<file path="src/rtl/pip_adder_arbiter.sv">
// pip_adder_arbiter: round-robin sharing of one fixed-latency pipelined adder between two requesters
module pip_adder_arbiter #(
  parameter int WIDTH   = 16,
  parameter int LAT     = 20,
  parameter int MAX_OUT = 4
) (
  input  logic             clk,
  input  logic             rst,
  input  logic             req0_valid,
  output logic             req0_ready,
  input  logic [WIDTH-1:0] req0_a,
  input  logic [WIDTH-1:0] req0_b,
  input  logic             req0_cin,
  input  logic             req1_valid,
  output logic             req1_ready,
  input  logic [WIDTH-1:0] req1_a,
  input  logic [WIDTH-1:0] req1_b,
  input  logic             req1_cin,
  output logic [WIDTH-1:0] add_a,
  output logic [WIDTH-1:0] add_b,
  output logic             add_cin,
  input  logic [WIDTH-1:0] add_s,
  input  logic             add_cout,
  output logic             rsp0_valid,
  output logic [WIDTH-1:0] rsp0_sum,
  output logic             rsp0_cout,
  output logic             rsp1_valid,
  output logic [WIDTH-1:0] rsp1_sum,
  output logic             rsp1_cout,
  output logic             busy
);
  localparam int CW = 4;
  localparam logic [CW-1:0] MAX_C = CW'(MAX_OUT);
  logic [WIDTH-1:0] add_a_q, add_a_d, add_b_q, add_b_d;
  logic [WIDTH-1:0] rsp0_sum_q, rsp0_sum_d, rsp1_sum_q, rsp1_sum_d;
  logic add_cin_q, add_cin_d, rr_q, rr_d;
  logic rsp0_valid_q, rsp0_valid_d, rsp1_valid_q, rsp1_valid_d;
  logic rsp0_cout_q, rsp0_cout_d, rsp1_cout_q, rsp1_cout_d;
  logic [LAT:0] tv_q, tv_d, ti_q, ti_d;
  logic [CW-1:0] out0_q, out0_d, out1_q, out1_d;
  logic elig0, elig1, grant0, grant1;
  // tag stage k is valid in cycle t+1+k, so stage LAT lines up with add_s
  always_comb begin
    elig0 = req0_valid && (out0_q < MAX_C);
    elig1 = req1_valid && (out1_q < MAX_C);
    grant0 = elig0 && (!elig1 || !rr_q);
    grant1 = elig1 && (!elig0 || rr_q);
    rr_d = grant0 ? 1'b1 : grant1 ? 1'b0 : rr_q;
    add_a_d = grant0 ? req0_a : grant1 ? req1_a : '0;
    add_b_d = grant0 ? req0_b : grant1 ? req1_b : '0;
    add_cin_d = grant0 ? req0_cin : grant1 ? req1_cin : 1'b0;
    tv_d = {tv_q[LAT-1:0], grant0 | grant1};
    ti_d = {ti_q[LAT-1:0], grant1};
    rsp0_valid_d = tv_q[LAT] && !ti_q[LAT];
    rsp1_valid_d = tv_q[LAT] && ti_q[LAT];
    rsp0_sum_d = rsp0_valid_d ? add_s : rsp0_sum_q;
    rsp0_cout_d = rsp0_valid_d ? add_cout : rsp0_cout_q;
    rsp1_sum_d = rsp1_valid_d ? add_s : rsp1_sum_q;
    rsp1_cout_d = rsp1_valid_d ? add_cout : rsp1_cout_q;
    out0_d = out0_q + CW'(grant0) - CW'(rsp0_valid_q);
    out1_d = out1_q + CW'(grant1) - CW'(rsp1_valid_q);
  end
  always_ff @(posedge clk) begin
    if (rst) begin
      add_a_q <= '0;
      add_b_q <= '0;
      add_cin_q <= 1'b0;
      rr_q <= 1'b0;
      tv_q <= '0;
      ti_q <= '0;
      rsp0_valid_q <= 1'b0;
      rsp1_valid_q <= 1'b0;
      rsp0_sum_q <= '0;
      rsp1_sum_q <= '0;
      rsp0_cout_q <= 1'b0;
      rsp1_cout_q <= 1'b0;
      out0_q <= '0;
      out1_q <= '0;
    end else begin
      add_a_q <= add_a_d;
      add_b_q <= add_b_d;
      add_cin_q <= add_cin_d;
      rr_q <= rr_d;
      tv_q <= tv_d;
      ti_q <= ti_d;
      rsp0_valid_q <= rsp0_valid_d;
      rsp1_valid_q <= rsp1_valid_d;
      rsp0_sum_q <= rsp0_sum_d;
      rsp1_sum_q <= rsp1_sum_d;
      rsp0_cout_q <= rsp0_cout_d;
      rsp1_cout_q <= rsp1_cout_d;
      out0_q <= out0_d;
      out1_q <= out1_d;
    end
  end
  assign req0_ready = grant0;
  assign req1_ready = grant1;
  assign add_a = add_a_q;
  assign add_b = add_b_q;
  assign add_cin = add_cin_q;
  assign rsp0_valid = rsp0_valid_q;
  assign rsp0_sum = rsp0_sum_q;
  assign rsp0_cout = rsp0_cout_q;
  assign rsp1_valid = rsp1_valid_q;
  assign rsp1_sum = rsp1_sum_q;
  assign rsp1_cout = rsp1_cout_q;
  assign busy = (|tv_q) | rsp0_valid_q | rsp1_valid_q;
endmodule

</file>
<file path="config.mk">
export PLATFORM = sky130hd
export DESIGN_NAME = pip_adder_arbiter
export DESIGN_NICKNAME = d
export VERILOG_FILES = /design/src/rtl/pip_adder_arbiter.sv
export SDC_FILE = /design/constraint.sdc
export NUM_CORES = 1
export LEC_CHECK = 0
export ABC_AREA = 1
export CORE_ASPECT_RATIO = 1.25
export CORE_MARGIN = 4
export CORE_UTILIZATION = 48
export DETAILED_ROUTE_END_ITERATION = 7
export PLACE_DENSITY = 0.91
export SKIP_LAST_GASP = 1
export SYNTH_ARGS = -nofsm -noshare
export SYNTH_HDL_FRONTEND = slang
export SYNTH_SLANG_ARGS = --single-unit
</file>
<file path="constraint.sdc">
create_clock -name clk -period 5.2 [get_ports clk]
set_input_delay 1.04 -clock clk [delete_from_list [all_inputs] [get_ports clk]]
set_output_delay 1.04 -clock clk [all_outputs]
set_load 0.05 [all_outputs]
</file>
Word level (Yosys, flattened, before mapping). Cells that the tools add are included.

Flip-flop bits (word level): 120. Input port bits: 87. Logic and storage cells: 45.

Add/subtract/negate cells: 4. Magnitude comparators: 2. Mux-type cells: 8. Bitwise operators: 3. Reduce and logical (&&, ||, !) cells: 14.

Operator list (number): two-way mux 16 bit (4); OR reduction 21 bit (1); adder 4 x 1 -> 4 bit (2); less-than comparator 4 x 3 -> 1 bit, second input constant (2); subtractor 4 x 1 -> 4 bit (2); logical AND 1 bit (6); logical NOT 1 bit (4); two-way mux 1 bit (4); bitwise OR 1 bit (3); logical OR 1 bit (2); nonzero test 2 bit (1).

Logic depth before layout (Yosys ltp). Gate-level depths: netlist of the first run.

Word-level depth: 7. Depth in mapped cells: 13. Mapped depth without buffers: 12.

Least setup slack after synthesis of the first run. OpenSTA, ideal clock, no wires.

Path type: in2out. Start point: in req1_valid. End point: out req0_ready. Data arrival time: 1840 ps. Setup slack: 2320 ps. Cell stages on the path: 6. Buffers on the path: 1. Cell sequence: nand2_1 inv_2 nand2_2 buf_2 nand2_1 inv_1.

Cells in the longest elaborated chain, start to end: 4.

Ends and longest elaborated chain: from (decl) (RTL line 14) `input logic req1_valid,`; logical AND 1 bit (RTL line 45) `elig1 = req1_valid && (out1_q < MAX_C);`; logical NOT 1 bit (RTL line 46) `grant0 = elig0 && (!elig1 || !rr_q);`; logical OR 1 bit (RTL line 46); logical AND 1 bit (RTL line 46); to (decl) (RTL line 10) `output logic req0_ready,`.

Every way passes these cells.

Worst setup path in the final report of the first run.
Start point: in req1_valid. End point: out req1_ready.

Cells in the longest elaborated chain, start to end: 2.

Ends and longest elaborated chain: logical AND 1 bit (RTL line 45); logical AND 1 bit (RTL line 47) `grant1 = elig1 && (!elig0 || rr_q);`; to (decl) (RTL line 15) `output logic req1_ready,`.

Every way passes these cells.

==> flow_summary.ini, run 1 <==
[pwr]
power_frac_seq_pct = 34.8
p_int_mw = 1.982
comb_power_share_pct = 27.2
clock_power_share_pct = 38.0
power_mw = 2.992
sw_frac_of_total_pct = 33.76
power.density_nw_per_um2 = 459.6
power.switching_mw = 1.010
vdd.ir_drop.worst_uv = 269.4
p_leak_nw = 2.690

[sta]
tightest_slew_ns = 0.6516
fin_crit_sh_pct = 80.25
final-setup-viol-count = 0
grt_setup_unrepaired = no
hold_viol = 0
timing.fmax_mhz = 239.6
maxSlewViolCount = 0
skew_ns = 0.006822
relSlewSlack_pct = 56.56
period_minus_slack_ns = 4.173
fin_tns_setup_ns = 0

[min_path]
hp-class = register to register

[die]
core_um2 = 8796
design.die.area_um2 = 10740
io_pins = 159
die_h_um = 114.9
die_w_um = 93.50
start_util_pct = 49.86
rows = 38

[cells_and_area]
syn2layout_area_growth_pct = 48.42
final_cell_area_um2 = 6509
multi_input_area_um2 = 1510
drive_gt1_share_pct = 6.745
nets = 768
seqCellArea_um2 = 2402
fillers = 559

[critical_path]
crit_required_ns = 4.16
startpoint_type = input port
path_class = input port to output port
crit_arrival_ns = 3.13
critPathCaptureType = output port
cp_max_fo = 35

[clock_tree]
postCtsSetupBuffers = 0
cts_root_buf = clkbuf_8
cts_made_buffers = 17
clock-sinks = 120
cts_resized = 0
hold_buffers = 0
cts_buffer_depth = 2
cts_tree = built
clk_latency_ns = 0.51
path_clk_slew_ns = 0.06
cts_max_level = 4

[place]
numPortBuffers = 158
dp_hpwl_mm = 8.400
place_congestion = 0.8000
place_area_um2 = 5926

[synth]
async_flop_share_pct = 0
yosysUniqueCellTypes = 22
syn_nets = 619
netlist_instances = 520
synth_seq_cells = 120
yosysWarnings = 0
seq_area_frac_synth_pct = 54.78
synthesis.area_um2 = 4385
synthFlopType = dfxtp_1
syn_avg_cell_area_um2 = 8.434
synth_edf_count = 0

[global_route]
grt_pass1_vias = 4230
grtUsageTotal_pct = 23.99
grt_first_pass_wirelength_mm = 20.26
antenna_found_initial = 0
grt_overflow = 0
grt_max_degree = 70

[route]
drt_first_pass_iters = 5
vias = 4172
antenna_left = 0
drt_iter0_markers = 300
via_per_inst = 5.196
wirelength_mm = 12.63
drc = 0
post_drt_wl_per_cell_um = 15.73

[outcome]
status = complete, no violations

[flow_run]
cap_violations = 0
[sequential cells by signal (all words and copies together) (netlist names), 4 cells and up]
register and count:
rsp1_sum 16, add_a 16, rsp0_sum 16, out1_q 4
ti_q 21, out0_q 4, tv_q 21, add_b 16
[cell usage in the layout, fill, tap and decap left out]
master	count
clkdlybuf4s50_1	158
nor2_1	128
dfxtp_1	120
nand4_1	66
inv_1	59
nand2_1	39
o21ai_0	30
clkbuf_16	16
nand3_1	10
ha_1	10
inv_2	6
o21ai_1	5
a21oi_1	5
inv_6	5
buf_4	5
clkinvlp_4	4
nand2_2	3
fa_1	2
bufinv_16	2
clkinv_4	2
diode_2	1
nand3b_1	1
xnor2_1	1
xor2_1	1
nor2_4	1
clkbuf_8	1
clkbuf_1	1
inv_8	1
[per-stage QoR]
| stage | cells | utilization, % | hold slack [ns] | setup WS [ns] |
|---|---|---|---|---|
| 2_1_floorplan | 520 | - | 0.3883 | 2.320 |
| 3_3_place_gp | 770 | 67.37 | 0.3911 | 1.109 |
| 3_5_place_dp | 770 | 67.37 | 0.3977 | 1.063 |
| 4_1_cts | 802 | 73.97 | 0.4060 | 1.027 |
| 5_1_grt | 802 | 73.97 | 0.4244 | 0.9107 |
| 6_report | 803 | 74.00 | 0.4041 | 1.027 |
[worst paths after layout]
path / startpoint / to / slack (ns) / cells after the start
worst max-delay path: req1_valid / req1_ready / 1.03 / 6
worst min-delay path: ti_q[6] / ti_q[7] / 0.40 / 2
worst max register to register: out1_q[2] / out0_q[2] / 2.89 / 11
worst min register to register: ti_q[6] / ti_q[7] / 0.40 / 2
[synth_stat cells (2+ instances only)]
cell type	count	area (um2)
inv_1	59	221.5
buf_2	14	70.07
ha_1	10	125.1
o21ai_0	30	150.1
inv_2	6	22.52
dfxtp_1	120	2402
nand2_2	3	18.77
nand3_1	10	50.05
clkbuf_1	6	22.52
nand2_1	39	146.4
fa_1	2	40.04
nor2_1	128	480.5
a21oi_1	5	25.02
nand4_1	66	412.9
o21ai_1	5	25.02
buf_6	11	123.9
[worst max-delay path, stage by stage]
cell	delay [ns]
clkdlybuf4s50_1	0.47
nand2_1	0.09
inv_2	0.42
nand2_1	0.16
inv_1	0.12
clkdlybuf4s50_1	0.83
[power groups by stage]
| stage | Combinational (mW) | Clock (mW) | Sequential [mW] |
|---|---|---|---|
| 6_report | 0.814 | 1.14 | 1.04 |
| 5_1_grt | 0.872 | 1.20 | 1.05 |
| 4_1_cts | 0.812 | 1.15 | 1.04 |
| 3_5_place_dp | 0.784 | 0 | 1.06 |
| 3_3_place_gp | 0.757 | 0 | 1.05 |
| 2_1_floorplan | 0.331 | 0 | 1.25 |
[cell type report]
type | instances | share of cell area (%)
Sequential cell | 120 | 36.91
Inverter | 65 | 3.749
Clock buffer | 18 | 6.421
Tap cell | 120 | 2.307
Timing Repair Buffer | 163 | 24.88
Antenna cell | 1 | 0.03845
Clock inverter | 14 | 2.499
Multi-Input combinational cell | 302 | 23.20
[routing by layer]
metal | wire length (um) | GRT usage [%] | share of wire, %
met2 | 6482 | 42.99 | 51
met5 | 0 | 0 | 0
met1 | 4631 | 24.86 | 37
met4 | 390 | 12.61 | 3.1
met3 | 1127 | 7.592 | 8.9
[kinds of logic after synthesis]
group | after synthesis | synth area share [%]
AND/OR/NAND/NOR | 248 | 25.71
adder cells (fa/ha/maj) | 12 | 3.766
buffers and inverters | 98 | 10.78
AO/OA/AOI/OAI | 40 | 4.565
flip-flops | 120 | 54.78
XOR/XNOR | 2 | 0.3995
Note: power is estimated with default switching activity, not from simulation.
==> run 2, diff against run 1 <==
CORE_UTILIZATION = 40   (was 48)
PLACE_DENSITY = 0.82   (was 0.91)
clock period = 3.5 ns   (was 5.2 ns; I/O delays follow)
==> flow_summary.ini, run 2 (same netlist as run 1, synthesis figures left out) <==
[die]
start_util_pct = 41.11
core_um2 = 10670
io_pins = 159
die_h_um = 125.1
rows = 42
die_w_um = 101.7
design.die.area_um2 = 12710

[cells_and_area]
layout_common_cells = 156 x clkdlybuf4s50_1, 128 x nor2_1, 120 x dfxtp_1
postLayoutCoreUtil_pct = 61.69
final_cells = 815
top_regs = ti_q: 21 flops, tv_q: 21 flops
syn2layout_area_growth_pct = 50.07
final_common_cell = clkdlybuf4s50_1
n_antenna_cell = 0
nets = 769
drive_gt1_share_pct = 7.321

[critical_path]
r2r_slack_ns = 1.55
crit_top_cell = nand2_1
reg2reg_to = out0_q[2]
crit_arrival_ns = 1.85
critPathCaptureType = output port
r2r_cells = 11
startpoint_type = input port
critPathLaunch = req0_valid
crit_buf_inv = 4
crit_family = buffers and inverters
crit_required_ns = 2.80
cp_slowest_cell = clkdlybuf4s50_1
r2r-start = out1_q[2]
setup.worst_path.end = req1_ready
cp_max_fo = 9
crit_chain = clkdlybuf4s50_1 > nand2_1 > inv_2 > nand2_2 > nand2_1 > inv_1 > buf_4
slowest_delay_ns = 0.48
path_class = input port to output port
path_depth = 7

[route]
drt_iter0_markers = 213
drt_first_pass_iters = 4
vias = 3921
via_per_inst = 4.811
antenna_left = 0
post_drt_wl_per_cell_um = 14.09
drc = 0
wirelength_mm = 11.48

[clock_tree]
cts_made_buffers = 17
cts_buffer_depth = 2
cts_root_buf = clkbuf_16
cts_max_level = 4
clock-sinks = 120
hold_buffers = 0
clk_latency_ns = 0.41
path_clk_slew_ns = 0.06
cts_resized = 0
cts_tree = built
postCtsSetupBuffers = 0

[global_route]
grt_pass1_vias = 3898
grt_max_degree = 70
antenna_found_initial = 0
grt_first_pass_wirelength_mm = 17.93
grt_overflow = 0
grtUsageTotal_pct = 17.57

[sta]
hold_viol = 0
skew_ns = 0.005847
maxSlewViolCount = 0
final-setup-viol-count = 0
period_minus_slack_ns = 2.545
timing.fmax_mhz = 392.9
tightest_slew_ns = 0.5404
fin_tns_setup_ns = 0
relSlewSlack_pct = 63.86
fin_crit_sh_pct = 72.72
grt_setup_unrepaired = no

[flow_run]
cap_violations = 0

[place]
numPortBuffers = 158
dp_cells = 783
dp_hpwl_mm = 8.224
place_congestion = 0.8647

[pwr]
power_mw = 4.524
power.density_nw_per_um2 = 687.4
p_leak_nw = 2.731
vdd.ir_drop.worst_uv = 364.6

[min_path]
hp-class = register to register

[outcome]
status = complete, no violations
==> run 2: per-layer routing <==
layer,GRT usage [%],wire length [um],part of all wire (%)
met5,0,0,0
met4,8.372,335,2.9
met3,6.240,1019,8.9
met2,30.16,5743,50
met1,18.87,4381,38
==> run 2: stage by stage <==
stage,setup WS [ns],hold WS (ns),instance area [um2]
after detailed placement,0.9211,0.4004,5956
final,0.9549,0.4086,6581
after global routing,0.8762,0.4184,6581
after global placement,1.003,0.3938,5956
after CTS,0.9344,0.4097,6581
after floorplan,1.130,0.3883,4385
==> run 2: area by class of cell <==
cell class              instances  area, um2
multi-input cells             302       1510
fillers                       886       4086
clock buffers                  18      439.2
inverters                      65      244.0
repair buffers                164       1634
clock inverters                14      186.4
well taps                     132      165.2
flip-flops and latches        120       2402
==> run 2: how the worst min path moves through the flow <==
| stage | startpoint | endpoint | slack, ns | cells past startpoint |
|---|---|---|---|---|
| 2_1_floorplan | ti_q[9] | ti_q[10] | 0.39 | 2 |
| 3_3_place_gp | ti_q[19] | ti_q[20] | 0.39 | 2 |
| 3_5_place_dp | ti_q[10] | ti_q[11] | 0.40 | 2 |
| 4_1_cts | ti_q[1] | ti_q[2] | 0.41 | 2 |
| 5_1_grt | ti_q[1] | ti_q[2] | 0.42 | 2 |
| 6_report | ti_q[1] | ti_q[2] | 0.41 | 2 |
==> run 2: report_power, final <==
| group | internal (mW) | switching (mW) |
|---|---|---|
| registers | 1.50 | 0.0381 |
| clock network | 1.16 | 0.646 |
| logic | 0.414 | 0.771 |
==> run 2: worst min-delay path, cell delays in order, from the launching register on <==
cell	delay [ns]
dfxtp_1	0.29
inv_1	0.05
nor2_1	0.03
